[config.mk]
export PLATFORM = sky130hd
export DESIGN_NAME = imem_loader
export DESIGN_NICKNAME = d
export VERILOG_FILES = /design/src/rtl/imem_loader.sv
export SDC_FILE = /design/constraint.sdc
export NUM_CORES = 1
export LEC_CHECK = 0
export CAP_MARGIN = 30
export CORE_UTILIZATION = 50
export DETAILED_ROUTE_END_ITERATION = 10
export GPL_TIMING_DRIVEN = 0
export PLACE_DENSITY = 0.77
export SYNTH_ARGS = -nofsm -noshare
export SYNTH_HDL_FRONTEND = slang
export SYNTH_SLANG_ARGS = --single-unit
[constraint.sdc]
create_clock -name clk -period 4.8 [get_ports clk]
set_clock_uncertainty 0.05 [all_clocks]
set_input_delay 0.72 -clock clk [delete_from_list [all_inputs] [get_ports clk]]
set_output_delay 0.72 -clock clk [all_outputs]
set_load 0.02 [all_outputs]
[src/rtl/imem_loader.sv]
// imem_loader: boot-time instruction-memory writer.
// Receives a byte stream (4-byte little-endian word count N, then N
// little-endian words), writes the words to consecutive instruction-memory
// addresses starting at 0, and keeps the core in reset until a load completes.
// Optional feature macro: OPCODE_CHECK_EN. When defined, each word's opcode is
// screened against the set the decoder supports, and an unsupported opcode
// aborts the load.
//
// Byte handshake: a byte moves on a rising clock edge where
// rx_valid && rx_ready. rx_ready is a decode of the registered state and is
// high only while collecting header or data bytes. rx_valid may drop at any
// time; the loader simply waits.
module imem_loader #(
   parameter int ADDR_W = 9
) (
   input  logic              clk,
   input  logic              reset,
   input  logic              start,
   input  logic [7:0]        rx_data,
   input  logic              rx_valid,
   output logic              rx_ready,
   output logic              imem_we,
   output logic [ADDR_W-1:0] imem_addr,
   output logic [31:0]       imem_wdata,
   output logic              cpu_hold,
   output logic              done,
   output logic              error,
   output logic [1:0]        err_code,
   output logic [ADDR_W:0]   word_count,
   output logic [2:0]        dbg_state
);

   localparam logic [2:0] S_IDLE  = 3'd0;
   localparam logic [2:0] S_HDR   = 3'd1;
   localparam logic [2:0] S_DATA  = 3'd2;
   localparam logic [2:0] S_WRITE = 3'd3;
   localparam logic [2:0] S_DONE  = 3'd4;
   localparam logic [2:0] S_ERR   = 3'd5;

   localparam logic [31:0]       MAX_WORDS = 32'd1 << ADDR_W;
   localparam logic [ADDR_W:0]   CNT_ONE   = {{ADDR_W{1'b0}}, 1'b1};
   localparam logic [ADDR_W-1:0] ADDR_ONE  = {{(ADDR_W-1){1'b0}}, 1'b1};

   logic [2:0]        state_q, state_d;
   logic [1:0]        byte_cnt_q, byte_cnt_d;
   logic [31:0]       shift_q, shift_d;
   logic [ADDR_W-1:0] addr_q, addr_d;
   logic [31:0]       wdata_q, wdata_d;
   logic [1:0]        err_code_q, err_code_d;
   logic [ADDR_W:0]   word_count_q, word_count_d;

   logic [31:0] asm_word;
   logic        xfer;
   logic        last_word;
   logic        opcode_ok;

   // The incoming byte lands in the top lane, so after four bytes the
   // first-received byte sits in bits [7:0] (little-endian assembly).
   assign asm_word  = {rx_data, shift_q[31:8]};
   assign xfer      = rx_valid && rx_ready;
   assign last_word = ({1'b0, addr_q} == (word_count_q - CNT_ONE));

`ifdef OPCODE_CHECK_EN
   // Accept only the opcodes the main decoder implements.
   always_comb begin
      case (wdata_q[6:0])
         7'b0110011, 7'b0000011, 7'b0100011, 7'b1100011,
         7'b0010011, 7'b1101111, 7'b1100111: opcode_ok = 1'b1;
         default:                            opcode_ok = 1'b0;
      endcase
   end
`else
   assign opcode_ok = 1'b1;
`endif

   // Next-state and datapath update for the load sequence.
   always_comb begin
      state_d      = state_q;
      byte_cnt_d   = byte_cnt_q;
      shift_d      = shift_q;
      addr_d       = addr_q;
      wdata_d      = wdata_q;
      err_code_d   = err_code_q;
      word_count_d = word_count_q;
      case (state_q)
         S_IDLE, S_DONE, S_ERR: begin
            if (start) begin
               state_d    = S_HDR;
               byte_cnt_d = 2'd0;
               addr_d     = '0;
               err_code_d = 2'b00;
            end
         end
         S_HDR: begin
            if (xfer) begin
               shift_d    = asm_word;
               byte_cnt_d = byte_cnt_q + 2'd1;
               if (byte_cnt_q == 2'd3) begin
                  // Full 32-bit compare: any count above capacity aborts.
                  if (asm_word > MAX_WORDS) begin
                     state_d    = S_ERR;
                     err_code_d = 2'b01;
                  end else begin
                     word_count_d = asm_word[ADDR_W:0];
                     state_d      = (asm_word == 32'd0) ? S_DONE : S_DATA;
                  end
               end
            end
         end
         S_DATA: begin
            if (xfer) begin
               shift_d    = asm_word;
               byte_cnt_d = byte_cnt_q + 2'd1;
               if (byte_cnt_q == 2'd3) begin
                  wdata_d = asm_word;
                  state_d = S_WRITE;
               end
            end
         end
         S_WRITE: begin
            byte_cnt_d = 2'd0;
            if (!opcode_ok) begin
               // imem_addr stays on the offending word for diagnosis.
               state_d    = S_ERR;
               err_code_d = 2'b10;
            end else if (last_word) begin
               state_d = S_DONE;
            end else begin
               addr_d  = addr_q + ADDR_ONE;
               state_d = S_DATA;
            end
         end
         default: state_d = S_IDLE;
      endcase
   end

   // State and datapath registers; reset returns everything to idle at once.
   always_ff @(posedge clk or posedge reset) begin
      if (reset) begin
         state_q      <= S_IDLE;
         byte_cnt_q   <= 2'd0;
         shift_q      <= 32'd0;
         addr_q       <= '0;
         wdata_q      <= 32'd0;
         err_code_q   <= 2'b00;
         word_count_q <= '0;
      end else begin
         state_q      <= state_d;
         byte_cnt_q   <= byte_cnt_d;
         shift_q      <= shift_d;
         addr_q       <= addr_d;
         wdata_q      <= wdata_d;
         err_code_q   <= err_code_d;
         word_count_q <= word_count_d;
      end
   end

   assign rx_ready   = (state_q == S_HDR) || (state_q == S_DATA);
   assign imem_we    = (state_q == S_WRITE) && opcode_ok;
   assign imem_addr  = addr_q;
   assign imem_wdata = wdata_q;
   assign cpu_hold   = (state_q != S_DONE);
   assign done       = (state_q == S_DONE);
   assign error      = (state_q == S_ERR);
   assign err_code   = err_code_q;
   assign word_count = word_count_q;
   assign dbg_state  = state_q;

endmodule

## Word-level counts from Yosys, hierarchy flattened

Cells that the tools add are included.

| word-level totals | value |
|---|---|
| input bits | 12 |
| RAM bits | 0 |
| flip-flop bits (word level) | 90 |
| bits in read-only memories | 0 |
| memories | 0 |
| logic and storage cells | 63 |
| latch bits | 0 |
| output and inout port bits | 61 |

| operators by class | value |
|---|---|
| $mul | 0 |
| add/sub/neg operators | 3 |
| mux-type cells | 19 |
| bitwise logic cells | 1 |
| $lt $le $gt $ge | 1 |
| shifts and indexed selects | 0 |
| divide/modulo/power cells | 0 |
| reductions and logical operators | 16 |
| equality and inequality tests | 16 |

Operators by type and width:

| cell | count |
|---|---|
| greater-than comparator 32 x 10 -> 1 bit (second input constant) | 1 |
| zero test 32 bit | 1 |
| two-way mux 3 bit | 8 |
| two-way mux 9 bit | 2 |
| one-hot mux 9 bit (2 select lines) | 1 |
| inequality test 2 bit (second input constant) | 7 |
| one-hot mux 3 bit (4 select lines) | 1 |
| equality test 9 x 10 -> 1 bit | 1 |
| two-way mux 2 bit | 5 |
| AND reduction 5 bit | 2 |
| subtractor 10 x 1 -> 10 bit (second input constant) | 1 |
| adder 9 x 1 -> 9 bit (second input constant) | 1 |
| AND reduction 3 bit | 3 |
| equality test 3 x 2 -> 1 bit (second input constant) | 2 |
| equality test 3 bit (second input constant) | 2 |
| one-hot mux 2 bit (3 select lines) | 1 |
| one-hot mux 2 bit (2 select lines) | 1 |
| AND reduction 4 bit | 1 |
| nonzero test 2 bit | 2 |
| equality test 3 x 1 -> 1 bit (second input constant) | 1 |
| zero test 3 bit | 1 |
| inequality test 3 bit (second input constant) | 1 |
| nonzero test 3 bit | 1 |
| OR reduction 3 bit | 1 |
| other kinds (8) | 8 |

## Depth between registers and ports, before layout

| depth | value |
|---|---|
| depth in word-level cells | 6 |
| depth in mapped cells | 9 |
| gate-level depth less buffers | 8 |

## Worst setup path before layout

No wires, ideal clock.

| path | value |
|---|---|
| path kind | flip-flop to flip-flop |
| from | reg word_count_q[0] (netlist: word_count[0]) |
| to | reg state_q[1] (netlist: dbg_state[1]) |
| library setup time | 0.124 ns |
| buffers on the path | 1 |
| period minus slack after synthesis | 2.473 ns |
| data arrival time | 2.299 ns |
| slack | 2.327 ns |
| data required time | 4.626 ns |
| cell stages (with the launch flop) | 10 |
| cell sequence | dfrtp_1 inv_1 ha_1 buf_2 and2_1 o21ai_0 a31oi_1 a2111oi_4 a21boi_2 a211o_1 |

| between the ends | value |
|---|---|
| word-level cells in the longest chain between the ends | 4 |

RTL lines:

| what | line | RTL |
|---|---|---|
| from (decl) | 50 | `logic [ADDR_W:0] word_count_q, word_count_d;` |
| from (signal assigned) | 154 | `word_count_q <= word_count_d;` |
| subtractor 10 x 1 -> 10 bit | 61 | `assign last_word = ({1'b0, addr_q} == (word_count_q - CNT_ONE));` |
| equality test 9 x 10 -> 1 bit | 61 |  |
| two-way mux 3 bit | 126 | `end else if (last_word) begin` |
| one-hot mux 3 bit (4 select lines) | 85 | `case (state_q)` |
| to (signal assigned) | 148 | `state_q <= state_d;` |
| to (decl) | 44 | `logic [2:0] state_q, state_d;` |

Every way passes these cells.
A chain may end at the register's enable or synchronous reset.

## Worst setup path in the final report

| path | value |
|---|---|
| from | reg state_q[2] (netlist: dbg_state[2]) |
| to | out imem_we |

| between the ends | value |
|---|---|
| word-level cells in the longest chain between the ends | 1 |

RTL lines:

| what | line | RTL |
|---|---|---|
| equality test 3 x 2 -> 1 bit | 159 | `assign imem_we = (state_q == S_WRITE) && opcode_ok;` |
| to (decl) | 22 | `output logic imem_we,` |

Every way passes these cells.

==> metrics.txt <==
clock sinks=81; outcome=finished, final reports clean; TNS Setup=0 ns; max-cap viol count=0; n_diodes=0; Avg Synthesized Cell Area=12.4 µm²; logic gate share of total power=27.5%; hold slack=0.439 ns; final hold violation count=0; vias in the first global route=2678; Clk Latency, worst-skew pair=0.35 ns; commonest non-fill, non-tap cell in the layout=dfrtp_1; Place WS=1.68 ns; FFs w/ async S/R, synth=100%; Crit Path Category=reg2out; Area contributors post-synth=dfrtp_1 (52%), mux2_2 (20%), mux2i_1 (1.8%); top-area cell type share of the netlist area=52.4%; Ports=73; Net Sw Power=0.682 mW; HPWL after DPL=5710 µm; worst setup margin=1.87 ns; Post-CTS Setup Inserts=0; Slew HR=51.6%; DR iter-0 viols=125; Reg2Reg Setup Slack=2.08 ns; most frequent cells in the layout=dfrtp_1 (81), clkdlybuf4s50_1 (71), mux2_2 (67); crit path launch type=register; Core ar.=0.00737 mm²; placement row count=31; Die W=89.9 µm; Crit Path Max Fanout=9; CTS Hold Bufs=0; clock power share=25.8%; routed len/inst=16.1 µm; PortBufs=71; min cycle time layout=2.93 ns; area leader, netlist=dfrtp_1; post-synth design cell area=0.00386 mm²; ys flop type=dfrtp_1; Seq/Total Area, Yosys=52.4%; gr ovfl total=0; CP endpoint=imem_we; Post-synth EDFFs=0; DRC=0; max-slew violation count=0; H-tree depth=3; Die H=89.9 µm; Non-Filler Instances=498; area grow syn2layout=28.0%; required time worst endpoint=4.03 ns; cts bufs inserted=9; sequential power share=46.8%; initial antenna violation count=0; layout cells sized above 1=24.8%; R2R depth=9; CTS tree=yes; FF-to-FF Start=word_count[0]; Tcrit/Tclk final=61.0%; Die ar.=0.00809 mm²; Fmax=341 MHz; via count of the routed design=2791; via-per-instance ratio=5.60; Synth Net Count=327; FF+latch count, synth=81; Crit path arrival time=2.16 ns; Final Core Density=67.1%; number of different library cells in the post-synthesis netlist=54; CTS clk-pin slew, worst paths=0.09 ns; critical path endpoint category=output pin; Switching Share=32.5%; drt first pass iters=4; PwrDens=424 mW/mm²; CP Launch Point=dbg_state[2]; P_int=1.42 mW; Nets=410; DP Cell Count=483; Hold WC Path Type=reg2reg; post-detailed-routing wire length=8000 µm; Leak Pwr=2.21 nW; Post-Syn Instances=312; FF-to-FF End=dbg_state[1]; first-pass GRT wire length=13500 µm; antenna-violating nets left=0; gr usage total=21.2%; Synth warnings=0; Initial Utilization=52.4%; post-cts sizing count=0; RSZ-0062 raised after global routing=no; VDD IR-drop max=0.000333 V; largest net degree at the start of global routing=72; clk root buf=clkbuf_8; routability cong.=0.804; maximum buffer depth of the clock tree=2; measured slew at the worst slew-check pin=0.721 ns; Final Setup Violations=0
metrics by stage:
step,total power [mW],cell area [µm²]
after floorplan,1.35,3860
after global placement,1.54,4700
after detailed placement,1.57,4730
after CTS,2.11,4950
after global routing,2.21,4950
final,2.10,4950
flip-flops by register name, summed over array words and instances (netlist names):
signal / count
imem_wdata: 32
shift_q: 24
word_count: 10
imem_addr: 9
dbg_state: 3
byte_cnt_q: 2
err_code: 1
critical path, stage by stage, from the launching register on:
cell             delay, ns
dfrtp_1               0.48
nor2b_1               0.31
and2_1                0.17
clkbuf_1              0.20
clkdlybuf4s50_1       0.64
power by group through the flow:
| stage | registers [mW] | logic, mW | clock network (mW) |
|---|---|---|---|
| after floorplan | 0.957 | 0.397 | 0 |
| after global placement | 0.982 | 0.555 | 0 |
| after detailed placement | 0.992 | 0.577 | 0 |
| after CTS | 0.979 | 0.580 | 0.556 |
| after global routing | 1.00 | 0.625 | 0.580 |
| final | 0.981 | 0.576 | 0.540 |
layer usage:
layer  GRT usage (%)  vias up  part of all wire [%]
li1                -     1309                     -
met1            29.0     1409                    46
met2            33.2       68                    49
met3            6.43        5                   4.1
met4            5.24        0                  0.85
met5               0        -                     0
cell usage after synthesis, types with 5 or more instances:
cell type,count
a21oi_1,11
and3_1,5
clkbuf_1,7
dfrtp_1,81
inv_1,7
mux2_2,67
mux2i_1,7
nand2_1,17
nand2b_1,8
nand3_1,9
nor2_1,6
nor3_1,7
nor4_1,6
o21ai_0,6
xor2_1,6
how the worst min path moves through the flow:
stage                  start             to  slack (ns)  cells after the start
2_1_floorplan  byte_cnt_q[0]  byte_cnt_q[0]        0.40                      1
3_3_place_gp   byte_cnt_q[0]  byte_cnt_q[0]        0.41                      1
3_5_place_dp   byte_cnt_q[0]  byte_cnt_q[0]        0.43                      1
4_1_cts        byte_cnt_q[0]  byte_cnt_q[0]        0.44                      1
5_1_grt        byte_cnt_q[0]  byte_cnt_q[0]        0.46                      1
6_report       byte_cnt_q[0]  byte_cnt_q[0]        0.44                      1
cell families after synthesis:
logic type	count (synthesis)	share of synthesized area, %
flops	81	52.4
simple gates	81	12.2
mux	75	21.7
compound gates	41	8.13
buf+inv	20	2.17
xor+xnor	10	2.27
fa+ha+maj	3	0.971
other cells	1	0.0970
final cells by class:
type / instances / area [µm²]
Fill cell: 561 / 2420
Sequential cell: 81 / 2030
Multi-Input combinational cell: 211 / 1750
Timing Repair Buffer: 72 / 738
Clock buffer: 9 / 124
Tap cell: 99 / 124
Clock inverter: 6 / 92.6
Buffer: 13 / 57.6
Inverter: 7 / 28.8
(Power assumes the default switching activity.)
==> variant 1 (config.mk and constraints unchanged) <==
`ADDR_W`: 9 -> 11.
--- a/src/rtl/imem_loader.sv
+++ b/src/rtl/imem_loader.sv
@@ -13,3 +13,3 @@
 module imem_loader #(
-   parameter int ADDR_W = 9
+   parameter int ADDR_W = 11
 ) (
Ports: changed (resized imem_addr and word_count); port bits go from 73 to 77. No check against the original RTL was run, so the function may have changed too.
==> variant 1 against the original RTL <==
Via count rose by 7.5%; maximum frequency fell by 2.1%; routed wire length rose by 15%; final cell count rose by 6.6%; count of clock-buffer cells in the layout did not move; power rose by 24%; sequential cell count rose by 4; utilization fell by 1.5 points; area after synthesis rose by 3.9%; highest routed layer unchanged; setup slack got worse by 62 ps; cell area rose by 3.1%; non-clock buffer count rose by 6; largest cell class unchanged; die area rose by 3.9%.
==> variant 1: results (changes against the original RTL) <==
[outcome]
status = complete, no violations

[final_layout]
antennaDiodeCount = 0  ; unchanged
num-fill-cells = 617  ; +10%
drive_gt1_frac = 0.224  ; -0.0243
largest_reg_flops = 32  ; unchanged
post-route-util = 0.656  ; -0.0147
fin_nets = 439  ; +7.1%

[setup_path]
rr_startpoint = word_count[0]
worst-path-max-fanout = 10  ; +1
r2r.worst_path.cells = 10  ; +1
max_stage_delay_ps = 580  ; -60 ps
cpMaxStageDelayCell = or4_4
crit_family = simple AND/OR/NAND/NOR gates
arrival_ps = 3210  ; +1050 ps
crit_end = dbg_state[2]

[placement]
dp.cells = 515  ; +6.6%
dp_hpwl_mm = 6.75  ; +18%
dpl_cell_area_mm2 = 0.00493  ; +4.2%
portBuffers = 75  ; +5.6%
gp_congestion = 0.880  ; +9.4%

[synthesis]
ys_types = 52  ; -3.7%
synth_fp_nets = 352  ; +7.6%
syn_inst = 337  ; +8.0%
synth_area_leaders = dfrtp_1, mux2_2, nand2_1
synth_warnings = 0  ; unchanged
synth_common_cells = dfrtp_1, mux2_2, nand2_1
ys.flop_type = dfrtp_1
ys_seq_area_frac = 0.529  ; +0.00499

[global_routing]
grtUsageMet3 = 0.0439  ; -0.0204
grt_use_met1 = 0.303  ; +0.0133
grt_pass1_wl_mm = 15.2  ; +12%
grt_usage = 0.232  ; +0.0205
antenna_found_initial = 0  ; unchanged
grt_util_met2 = 0.386  ; +0.0539
grt_pass1_vias = 3015  ; +13%
grt_max_degree = 65  ; -9.7%

[cts]
cts_setup_buffers = 0  ; unchanged
htree_levels = 3  ; unchanged
clockRootBuffer = clkbuf_8
clk_latency_ps = 350  ; about the same
cts_buffers = 9  ; unchanged

[detailed_routing]
m1WireLength_mm = 4.07  ; +9.5%
met2WireLength_mm = 4.59  ; +18%
routed_wirelength_mm = 9.22  ; +15%
firstDrtPassIters = 4  ; unchanged
wl_met3_um = 389  ; +18%
drt_iter0_drc = 104  ; -17%
detail_route.wl_per_cell_um = 17.4  ; +8.0%
maxUsedRoutingLayer = met4
viasPerCell = 5.65  ; +0.81%

[min_path]
holdPathEnd = imem_wdata[7]
hold_path.startpoint = imem_wdata[7]
hold_class = register to register
holdPathStages = 1  ; unchanged

[timing]
tightest_slew_ps = 618  ; -103 ps
timing.final.ws_setup_ps = 1810  ; -62.5 ps
holdWs_ps = 462  ; +23.4 ps

[power_and_ir_drop]
peakVddDrop_mv = 0.369  ; +11%
p_leak_nw = 2.12  ; -4.1%

[variant 1: cell families (layout without fill, tap and decap cells)]
group | after synthesis | count (layout) | share of synthesized area
compound gates | 42 | 42 | 0.0735
mux | 72 | 72 | 0.201
xor+xnor | 11 | 11 | 0.0240
other cells | 1 | 1 | 0.000933
fa+ha+maj | 3 | 3 | 0.00934
simple gates | 99 | 99 | 0.137
buf+inv | 24 | 116 | 0.0252
flops | 85 | 85 | 0.529
[variant 1: layout make-up]
cell class	instances	area share
inverters	9	0.00712
clock inverters	7	0.00957
repair buffers	76	0.153
flip-flops and latches	85	0.417
clock buffers	9	0.0243
plain buffers	15	0.0133
multi-input cells	228	0.351
well taps	102	0.0250
[variant 1: power by group]
group	internal [W]	switching (W)	leakage, nW	total [W]
Sequential	0.000950	0.000209	1.04	0.00116
Clock	0.000190	0.000260	0.0898	0.000450
Combinational	0.000532	0.000463	0.994	0.000996
Total	0.00167	0.000932	2.12	0.00260
==> variant 2 (same settings) <==
Made on the original files. Take the reset off `shift_q`, `addr_q` and `wdata_q` and load them in a clocked block of their own.
--- a/src/rtl/imem_loader.sv
+++ b/src/rtl/imem_loader.sv
@@ -141,5 +141,2 @@
          byte_cnt_q   <= 2'd0;
-         shift_q      <= 32'd0;
-         addr_q       <= '0;
-         wdata_q      <= 32'd0;
          err_code_q   <= 2'b00;
@@ -149,5 +146,2 @@
          byte_cnt_q   <= byte_cnt_d;
-         shift_q      <= shift_d;
-         addr_q       <= addr_d;
-         wdata_q      <= wdata_d;
          err_code_q   <= err_code_d;
@@ -155,2 +149,8 @@
       end
+   end
+
+   always_ff @(posedge clk) begin
+      shift_q <= shift_d;
+      addr_q  <= addr_d;
+      wdata_q <= wdata_d;
    end
Formal check against the unedited RTL: differs if reset is asserted again (counterexample within 10 cycles, from zero or initial values and one cycle with reset high); with reset held inactive, the same outputs for 10 cycles.
==> variant 2 against the original RTL <==
Synthesized cell count fell by 31%; maximum frequency fell by 5.2%; non-clock buffer count fell by 10; count of clock-buffer cells in the layout rose by 1; area after synthesis fell by 15%; routed wire length fell by 25%; via count fell by 28%; cell area fell by 13%; setup slack got worse by 160 ps; sequential cell count did not move; critical path type unchanged; highest routed layer unchanged.
Power is not compared: it rests on default switching activity, and its combinational part moved more than twofold at a synthesized area within 25%.
==> variant 2: results (changes against the original RTL) <==
[outcome]
status = complete, no violations

[final_layout]
num-fill-cells = 478  ; -15%
multi_input_area_share = 0.203  ; -0.151
nClkBuffers = 10  ; +1
inv_count = 8  ; +1
regArea_mm2 = 0.00235  ; +16%
fin_nets = 312  ; -24%
buffers = 75  ; -12%
drive_gt1_frac = 0.126  ; -0.122

[setup_path]
r2r_end = imem_addr[0]
max_stage_delay_ps = 620  ; -20 ps
startpoint = dbg_state[1]
r2r.worst_path.cells = 8  ; -1
arrival_ps = 2320  ; +160 ps
worst-path-max-fanout = 10  ; +1

[global_routing]
grt_util_met2 = 0.306  ; -0.0265
grt_pass1_wl_mm = 10.0  ; -26%
grt_use_met1 = 0.247  ; -0.0421
grtUsageMet3 = 0.0487  ; -0.0156
grt_usage = 0.189  ; -0.0227

[synthesis]
synth_common_cells = edfxtp_1, nor2_1, dfrtp_1
ys_seq_area_frac = 0.720  ; +0.196
ys_types = 44  ; -19%
synth_fp_nets = 229  ; -30%
synth_area_leaders = edfxtp_1, dfrtp_1, mux2_2
async_flop_share = 0.198  ; -0.802

[min_path]
hold_path.startpoint = shift_q[30]
holdPathStages = 0  ; -1

[timing]
timing.final.ws_setup_ps = 1710  ; -159 ps
relSlewSlack = 0.412  ; -0.104

[detailed_routing]
routed_wirelength_mm = 6.01  ; -25%
drt_iter0_drc = 92  ; -26%
viasPerCell = 5.32  ; -5.1%

[placement]
gp_congestion = 0.792  ; -1.5%
dp_hpwl_mm = 4.35  ; -24%
place_ws_ps = 1590  ; -88.4 ps

==> variant 2: cells by family (layout without fill, tap and decap cells) <==
family | Yosys count | after routing | share of synthesized area
flops | 81 | 81 | 0.720
simple gates | 66 | 66 | 0.118
compound gates | 23 | 23 | 0.0490
xor+xnor | 17 | 17 | 0.0456
mux | 12 | 12 | 0.0410
buf+inv | 11 | 99 | 0.0138
fa+ha+maj | 3 | 3 | 0.0115
other cells | 1 | 1 | 0.00115
==> variant 2: metrics by stage <==
step                      hold WS, ps  cell area, µm²  instances
after floorplan                   394            3270        214
after global placement            413            4070        362
after detailed placement          419            4110        363
after CTS                         439            4310        379
after global routing              448            4310        379
final                             437            4310        379
==> variant 2: critical path: cells and delay by family (launching register included) <==
family                 cells  cell delay [ps]
buffers and inverters      3             1160
DFF                        1              420
and+or+nand+nor            1              390
==> variant 2: routing by layer <==
metal  vias up  wire length (µm)  share of wire
met5         -                 0              0
met4         0                70          0.012
met3         8               266          0.044
met2        54              2990           0.50
met1       978              2680           0.45
li1        975                 -              -
